[src/rtl/eth_tx_arb.sv]
`default_nettype none
// ----------------------------------------------------------------------------
// eth_tx_arb : round-robin frame arbiter/sequencer feeding the eth_tx FIFO
// Rev 1.0
// ----------------------------------------------------------------------------
module eth_tx_arb #(
  parameter int pNUM_REQ     = 2,
  parameter int pMIN_PAYLOAD = 46,
  parameter int pMAX_PAYLOAD = 256,
  parameter int pIFG_CYCLES  = 48
) (
  input  logic                  Clk,
  input  logic                  Rst,
  input  logic [pNUM_REQ-1:0]   Req,
  input  logic [8*pNUM_REQ-1:0] Req_Byte,
  input  logic [pNUM_REQ-1:0]   Req_Byte_Valid,
  input  logic [pNUM_REQ-1:0]   Req_Last,
  output logic [pNUM_REQ-1:0]   Grant,
  output logic [7:0]            Eth_Byte,
  output logic                  Eth_Byte_Valid,
  output logic                  Eth_Pkt_Rdy,
  input  logic                  Tx_En,
  output logic                  Busy,
  output logic                  Err_Oversize
);
  localparam int c_PW = $clog2(pNUM_REQ);
  localparam int c_CW = $clog2(pMAX_PAYLOAD + 1);
  localparam int c_IW = $clog2(pIFG_CYCLES + 1);
  localparam logic [c_CW-1:0] c_MIN      = c_CW'(pMIN_PAYLOAD);
  localparam logic [c_CW-1:0] c_MAX      = c_CW'(pMAX_PAYLOAD);
  localparam logic [c_IW-1:0] c_IFG_LAST = c_IW'(pIFG_CYCLES - 1);

  typedef enum logic [2:0] {
    IDLE       = 3'd0,
    LOAD       = 3'd1,
    PAD        = 3'd2,
    LAUNCH     = 3'd3,
    WAIT_START = 3'd4,
    WAIT_END   = 3'd5,
    IFG        = 3'd6
  } state_t;

  state_t          r_state;
  logic [c_PW-1:0] r_ptr;
  logic [c_CW-1:0] r_count;
  logic [c_IW-1:0] r_ifgCnt;
  logic            r_ovfSeen;

  logic [c_PW-1:0] w_win;
  logic [c_PW-1:0] w_nextPtr;
  logic [7:0]      w_byte;
  logic            w_accept;
  logic            w_last;
  logic            w_room;
  logic [c_CW-1:0] w_countAfter;
  int              w_idx;

  // Scan from the farthest offset down so the requester closest to the pointer wins.
  always_comb begin
    w_win = r_ptr;
    w_idx = 0;
    for (int k = pNUM_REQ - 1; k >= 0; k--) begin
      w_idx = int'(r_ptr) + k;
      if (w_idx >= pNUM_REQ) w_idx = w_idx - pNUM_REQ;
      if (Req[w_idx]) w_win = c_PW'(w_idx);
    end
    if (int'(w_win) == pNUM_REQ - 1) w_nextPtr = '0;
    else                             w_nextPtr = w_win + 1'b1;
  end

  always_comb begin
    w_byte = '0;
    for (int i = 0; i < pNUM_REQ; i++) begin
      if (Grant[i]) w_byte = Req_Byte[8*i +: 8];
    end
  end

  assign w_accept     = (r_state == LOAD) && |(Grant & Req_Byte_Valid);
  assign w_last       = |(Grant & Req_Last);
  assign w_room       = (r_count < c_MAX);
  assign w_countAfter = w_room ? r_count + 1'b1 : r_count;
  assign Busy         = (r_state != IDLE);

  always_ff @(posedge Clk) begin
    if (Rst) begin
      r_state        <= IDLE;
      r_ptr          <= '0;
      r_count        <= '0;
      r_ifgCnt       <= '0;
      r_ovfSeen      <= 1'b0;
      Grant          <= '0;
      Eth_Byte       <= 8'h00;
      Eth_Byte_Valid <= 1'b0;
      Eth_Pkt_Rdy    <= 1'b0;
      Err_Oversize   <= 1'b0;
    end else begin
      Eth_Byte_Valid <= 1'b0;
      Eth_Pkt_Rdy    <= 1'b0;
      Err_Oversize   <= 1'b0;
      case (r_state)
        IDLE: begin
          r_count   <= '0;
          r_ovfSeen <= 1'b0;
          if (|Req) begin
            Grant   <= pNUM_REQ'(1) << w_win;
            r_ptr   <= w_nextPtr;
            r_state <= LOAD;
          end
        end
        LOAD: begin
          if (w_accept) begin
            // Past the FIFO depth bytes are swallowed; only the first one is flagged.
            if (w_room) begin
              Eth_Byte       <= w_byte;
              Eth_Byte_Valid <= 1'b1;
              r_count        <= w_countAfter;
            end else if (!r_ovfSeen) begin
              Err_Oversize <= 1'b1;
              r_ovfSeen    <= 1'b1;
            end
            if (w_last) begin
              Grant   <= '0;
              r_state <= (w_countAfter < c_MIN) ? PAD : LAUNCH;
            end
          end
        end
        PAD: begin
          Eth_Byte       <= 8'h00;
          Eth_Byte_Valid <= 1'b1;
          r_count        <= w_countAfter;
          if (w_countAfter >= c_MIN) r_state <= LAUNCH;
        end
        LAUNCH: begin
          Eth_Pkt_Rdy <= 1'b1;
          r_state     <= WAIT_START;
        end
        WAIT_START: begin
          if (Tx_En) r_state <= WAIT_END;
        end
        WAIT_END: begin
          // The cycle Tx_En is first seen low counts as the first gap cycle.
          if (!Tx_En) begin
            r_ifgCnt <= c_IW'(1);
            r_state  <= IFG;
          end
        end
        IFG: begin
          r_ifgCnt <= r_ifgCnt + 1'b1;
          if (r_ifgCnt >= c_IFG_LAST) r_state <= IDLE;
        end
        default: r_state <= IDLE;
      endcase
    end
  end
endmodule
`default_nettype wire

[config.mk]
export PLATFORM = sky130hd
export DESIGN_NAME = eth_tx_arb
export DESIGN_NICKNAME = d
export VERILOG_FILES = /design/src/rtl/eth_tx_arb.sv
export SDC_FILE = /design/constraint.sdc
export NUM_CORES = 1
export LEC_CHECK = 0
export CORE_ASPECT_RATIO = 1.4
export CORE_MARGIN = 8
export CORE_UTILIZATION = 50
export DETAILED_ROUTE_END_ITERATION = 12
export GPL_TIMING_DRIVEN = 0
export PLACE_DENSITY = 0.79
export SYNTH_ARGS = -nofsm -noshare
export SYNTH_HDL_FRONTEND = slang
export SYNTH_SLANG_ARGS = --single-unit
[constraint.sdc]
create_clock -name Clk -period 2.14 [get_ports Clk]
set_clock_uncertainty 0.05 [all_clocks]
set_input_delay 0.428 -clock Clk [delete_from_list [all_inputs] [get_ports Clk]]
set_output_delay 0.428 -clock Clk [all_outputs]
set_load 0.1 [all_outputs]
==> After elaboration in Yosys (flattened, before gate mapping) <==
Index checks and enable logic that the tools add are counted.
{ "totals": {"ff_bits": 33, "in_bits": 25, "output_inout_bits": 14, "wordCells": 105} }
{ "classes": {"bitwise_logic": 4, "reduce_logical": 18, "n_shift": 1, "n_mux": 43, "add_sub_neg": 6, "eq_ne": 15, "order_cmp": 8} }
{ "op_table": {"columns": ["cell", "n"], "rows": [
  ["< comparator 32 x 3 -> 1 bit (second input constant)", 2],
  ["2-to-1 mux 32 bit", 2],
  ["2-to-1 mux 8 bit", 4],
  ["2-to-1 mux 9 bit", 3],
  ["case mux 9 bit (3 select lines)", 1],
  ["2-to-1 mux 3 bit", 7],
  ["case mux 3 bit (7 select lines)", 1],
  ["!= test 2 bit (second input constant)", 9],
  ["2-to-1 mux 1 bit", 16],
  ["case mux 8 bit (2 select lines)", 1],
  ["case mux 6 bit (2 select lines)", 1],
  ["adder 9 x 1 -> 9 bit (second input constant)", 1],
  ["equality test 3 bit (second input constant)", 3],
  [">= comparator 9 x 6 -> 1 bit (second input constant)", 1],
  ["< comparator 9 x 6 -> 1 bit (second input constant)", 1],
  ["< comparator 9 bit (second input constant)", 1],
  ["AND reduction 3 bit", 3],
  ["AND reduction 7 bit", 1],
  ["adder 6 x 1 -> 6 bit (second input constant)", 1],
  ["equality test 3 x 2 -> 1 bit (second input constant)", 2],
  [">= comparator 6 bit (second input constant)", 1],
  ["2-to-1 mux 2 bit", 3],
  ["2-to-1 mux 6 bit", 1],
  ["nonzero test 2 bit", 3],
  ["other kinds (19)", 26]
]} }

==> Logic depth before layout (Yosys ltp) <==
{ "logic_depth": {"depth_word": 11, "depth_mapped": 7, "ltp_nobuf": 6} }

==> Worst setup path before layout <==
Ideal clock, no wire load.
{ "synth_timing": {"kind": "register -> register", "startpoint": "reg Grant[0]", "endpoint": "reg r_count[3]", "required_time_ps": 1973, "slack_ps": -174, "stages_incl_launch_ff": 6, "arrival_time_ps": 2148, "period_less_slack_ps": 2314, "path_cell_list": "dfxtp_1 -> a22oi_1 -> o31ai_1 -> a21oi_1 -> o21bai_1 -> a22o_1"} }
{ "synth_between": {"elab_chain_cells": 5} }
{ "synth_lines": {"columns": ["item", "line", "rtl"], "rows": [
  ["from (decl)", "18", "output logic [pNUM_REQ-1:0] Grant,"],
  ["from (signal assigned)", "105", "Grant <= pNUM_REQ'(1) << w_win;"],
  ["bitwise AND 2 bit", "78", "assign w_accept = (r_state == LOAD) && |(Grant & Req_Byte_Valid);"],
  ["OR reduction 2 bit", "78", null],
  ["logical AND 1 bit", "78", null],
  ["!= test 2 bit (no line)", null, null],
  ["AND reduction 3 bit (no line)", null, null],
  ["to (signal assigned)", "116", "r_count <= w_countAfter;"],
  ["to (signal assigned)", "130", "r_count <= w_countAfter;"],
  ["to (decl)", "45", "logic [c_CW-1:0] r_count;"]
]} }
No other way between the ends.
A chain may end at the register's enable or synchronous reset.

==> Worst setup path after layout <==
{ "layout_timing": {"startpoint": "in Req_Byte_Valid[0]", "endpoint": "reg r_count[6]"} }
{ "layout_between": {"elab_chain_cells": 5} }
{ "layout_lines": {"columns": ["item", "line", "rtl"], "rows": [
  ["from (decl)", "16", "input logic [pNUM_REQ-1:0] Req_Byte_Valid,"],
  ["bitwise AND 2 bit", "78", null],
  ["OR reduction 2 bit", "78", null],
  ["logical AND 1 bit", "78", null],
  ["!= test 2 bit (no line)", null, null],
  ["AND reduction 3 bit (no line)", null, null]
]} }
No other way between the ends.

==> flow_metrics.env <==
export IMPL_status="finished clean"
export IMPL_grt_use_met3=0.0593
export IMPL_dp_cells=312
export IMPL_initial_core_util=0.507
export IMPL_use_met1=0.199
export IMPL_grt_pass1_wl_um=8000
export IMPL_die_height_um=87.0
export IMPL_synth_avg_cell_area_um2=7.76
export IMPL_path_cells="clkdlybuf4s50_1 -> a22o_1 -> a31oi_1 -> or2_1 -> clkbuf_4 -> buf_4 -> a2bb2oi_1 -> nor2_1"
export IMPL_grtUsageTotal=0.169
export IMPL_nNetsFinal=304
export IMPL_synthFlopType="dfxtp_1"
export IMPL_rsz0062_at_grt="true"
export IMPL_fin_crit_sh=0.983
export IMPL_drv_slew=0
export IMPL_drive_gt1_frac=0.0686
export IMPL_syn_area_mm2=0.00180
export IMPL_worstPathMaxFanout=10
export IMPL_crit_arrival_ps=2210
export IMPL_cts_sinks=33
export IMPL_setup_viol=0
export IMPL_syn_to_final_growth_pct=28.7
export IMPL_pwr_share_comb=0.320
export IMPL_layout_commonest_cell="dfxtp_1"
export IMPL_synth_compound_area_frac=0.259
export IMPL_htree_levels=2
export IMPL_min_path_type="reg -> reg"
export IMPL_cts_hold_buf=0
export IMPL_yosys_warnings=0
export IMPL_p_leak_uw=0.000864
export IMPL_fin_crit_ps=2100
export IMPL_ant_nets=0
export IMPL_initialDrtViolationCount=87
export IMPL_peakVddDrop_mv=0.527
export IMPL_cp_slowest_cell="clkdlybuf4s50_1"
export IMPL_die_area_mm2=0.00580
export IMPL_synthSimpleGateAreaFrac=0.295
export IMPL_worstSkewPairLatency_ps=280
export IMPL_synth_xor_area_frac=0.0146
export IMPL_ys_types=43
export IMPL_numCtsBuffers=5
export IMPL_synth_edff_count=0
export IMPL_path_buf_inv=3
export IMPL_n_antenna_cell=0
export IMPL_final_cell_mix="31 x dfxtp_1, 24 x clkdlybuf4s50_1, 22 x a21oi_1, 20 x nor2_1, 18 x nand2_1"
export IMPL_fmax_mhz=475
export IMPL_first_global_vias=1814
export IMPL_power_internal_uw=1080
export IMPL_post_cts_setup_buffers=0
export IMPL_boundaryPins=39
export IMPL_synthArstFlopShare=0
export IMPL_critPathRequiredTime_ps=2250
export IMPL_synth_top_family_by_area="simple AND/OR/NAND/NOR gates"
export IMPL_globalRouteOverflowTotal=0
export IMPL_grtUsageMet2=0.271
export IMPL_clock_power_share=0.280
export IMPL_worst_slew_margin_rel=0.346
export IMPL_cp_end_kind="flip-flop"
export IMPL_path_clk_slew_ps=70
export IMPL_vias_per_cell=5.96
export IMPL_synthCells=232
export IMPL_path_class="in -> reg"
export IMPL_grt_start_max_net_pins=11
export IMPL_ys_seq_area_frac=0.367
export IMPL_place_hpwl_um=3510
export IMPL_muxShareOfSynthArea=0
export IMPL_switchingPower_uw=626
export IMPL_synth_fa_ha_area_frac=0.0139
export IMPL_finalPower_uw=1700
export IMPL_fin_cells=319
export IMPL_max_cap_viol_count=0
export IMPL_seqPwrFrac=0.400
export IMPL_core_area_mm2=0.00355
export IMPL_finalHoldViolations=0
export IMPL_ctsLongestPathBuffers=2
export IMPL_gr_max_usage_layer="met2"
export IMPL_drc_errors=0
export IMPL_worst_pin_slew_ps=985
export IMPL_swShare=0.368
export IMPL_ys_ff_latch=33
export IMPL_r2r_cells=6
export IMPL_firstDrtPassIters=5
export IMPL_gp_congestion=0.882
export IMPL_portBuffers=38
export IMPL_critPathTopFamily="buffers and inverters"
export IMPL_wl_per_cell_um=15.1
export IMPL_dieWidth_um=66.7
export IMPL_cts_tree="built"
export IMPL_rows=26
export IMPL_whs_ps=400
export IMPL_antenna_found_initial=0
export IMPL_max_stage_delay_ps=450
export IMPL_hold_depth=1
export IMPL_wl_um=4820
export IMPL_cts_repair_resized=18
export IMPL_via_count=1901
export IMPL_power_density_mw_per_mm2=735
export IMPL_cts_root_buf="clkbuf_8"
export IMPL_syn_num_nets=259
export IMPL_path_depth=8
export IMPL_worstSetupStartpointType="input port"
==> Yosys cell counts (2+ instances only) <==
| library cell | instances | area, um^2 |
|---|---|---|
| a32oi_1 | 3 | 26.3 |
| clkbuf_1 | 7 | 26.3 |
| nand2b_1 | 8 | 50.1 |
| nor3b_1 | 3 | 22.5 |
| o211ai_1 | 2 | 15.0 |
| o21bai_1 | 2 | 15.0 |
| o21ai_0 | 12 | 60.1 |
| a311oi_1 | 3 | 26.3 |
| xnor2_1 | 2 | 17.5 |
| or3_1 | 12 | 75.1 |
| ha_1 | 2 | 25.0 |
| nor4_1 | 2 | 12.5 |
| buf_2 | 7 | 35.0 |
| a21oi_1 | 22 | 110 |
| a31oi_1 | 4 | 25.0 |
| nor2_1 | 20 | 75.1 |
| nand4_1 | 4 | 25.0 |
| dfxtp_1 | 33 | 661 |
| nor2b_1 | 2 | 12.5 |
| and2_1 | 2 | 12.5 |
| a22oi_1 | 13 | 97.6 |
| a211oi_1 | 2 | 15.0 |
| nand3b_1 | 5 | 37.5 |
| nand3_1 | 8 | 40.0 |
| inv_1 | 7 | 26.3 |
| nand2_1 | 18 | 67.6 |
| a21o_1 | 2 | 15.0 |
| a22o_1 | 2 | 17.5 |
| and3_1 | 3 | 18.8 |
| nor3_1 | 7 | 35.0 |
==> power groups by stage <==
stage          Clock [uW]  Combinational [uW]  Sequential [uW]
6_report              477                 545              680
3_3_place_gp            0                 541              689
3_5_place_dp            0                 542              689
4_1_cts               482                 538              677
5_1_grt               512                 583              685
2_1_floorplan           0                 284              786
==> cells by family (layout without fill, tap and decap cells) <==
group | after synthesis | count (layout)
AOI/OAI and AO/OA | 72 | 72
xor gates and xnor gates | 3 | 3
adders and majority gates | 2 | 2
buffers and inverters | 22 | 67
DFF | 33 | 33
and+or+nand+nor | 100 | 100
==> metal layers <==
layer | share of wire | wire, um
met5 | 0 | 0
met4 | 0.013 | 63
met3 | 0.071 | 341
met2 | 0.48 | 2310
met1 | 0.44 | 2100
==> metrics by stage <==
step	setup TNS (ps)	util	setup slack, ps	area [um^2]
after detailed placement	-2740	0.630	-500	2230
after CTS	-80.0	0.652	-80.0	2310
after floorplan	0	-	101	1800
after global routing	-0.269	0.653	-0.269	2320
after global placement	-2670	0.630	-503	2230
final	0	0.653	36.0	2320
==> final timing paths <==
path	start	to	slack (ps)
setup reg to reg	r_state[0]	r_count[7]	200
hold / removal	r_ovfSeen	Err_Oversize	400
setup / recovery	Req_Byte_Valid[0]	r_count[6]	40
hold reg to reg	r_ovfSeen	Err_Oversize	400
==> area by class of cell <==
| type | instances | area (um^2) |
|---|---|---|
| plain buffers | 15 | 70.1 |
| clock buffers | 7 | 86.3 |
| fillers | 320 | 1230 |
| inverters | 7 | 26.3 |
| multi-input cells | 177 | 1060 |
| flip-flops and latches | 33 | 663 |
| well taps | 42 | 52.6 |
| repair buffers | 38 | 359 |
==> flip-flops by register name (all words and copies together) (netlist names) <==
register,count
r_count,9
r_ovfSeen,1
Err_Oversize,1
Eth_Byte_Valid,1
r_state,3
Eth_Byte,8
Eth_Pkt_Rdy,1
r_ptr,1
Grant,2
r_ifgCnt,6
==> worst reg2reg max path: cells and delay by family (launching register included) <==
| kind | cells | cell delay (ps) |
|---|---|---|
| AO/OA/AOI/OAI | 2 | 270 |
| AND/OR/NAND/NOR | 3 | 860 |
| buffers and inverters | 1 | 190 |
| flip-flops | 1 | 490 |
Note: power is estimated with default switching activity, not from simulation.
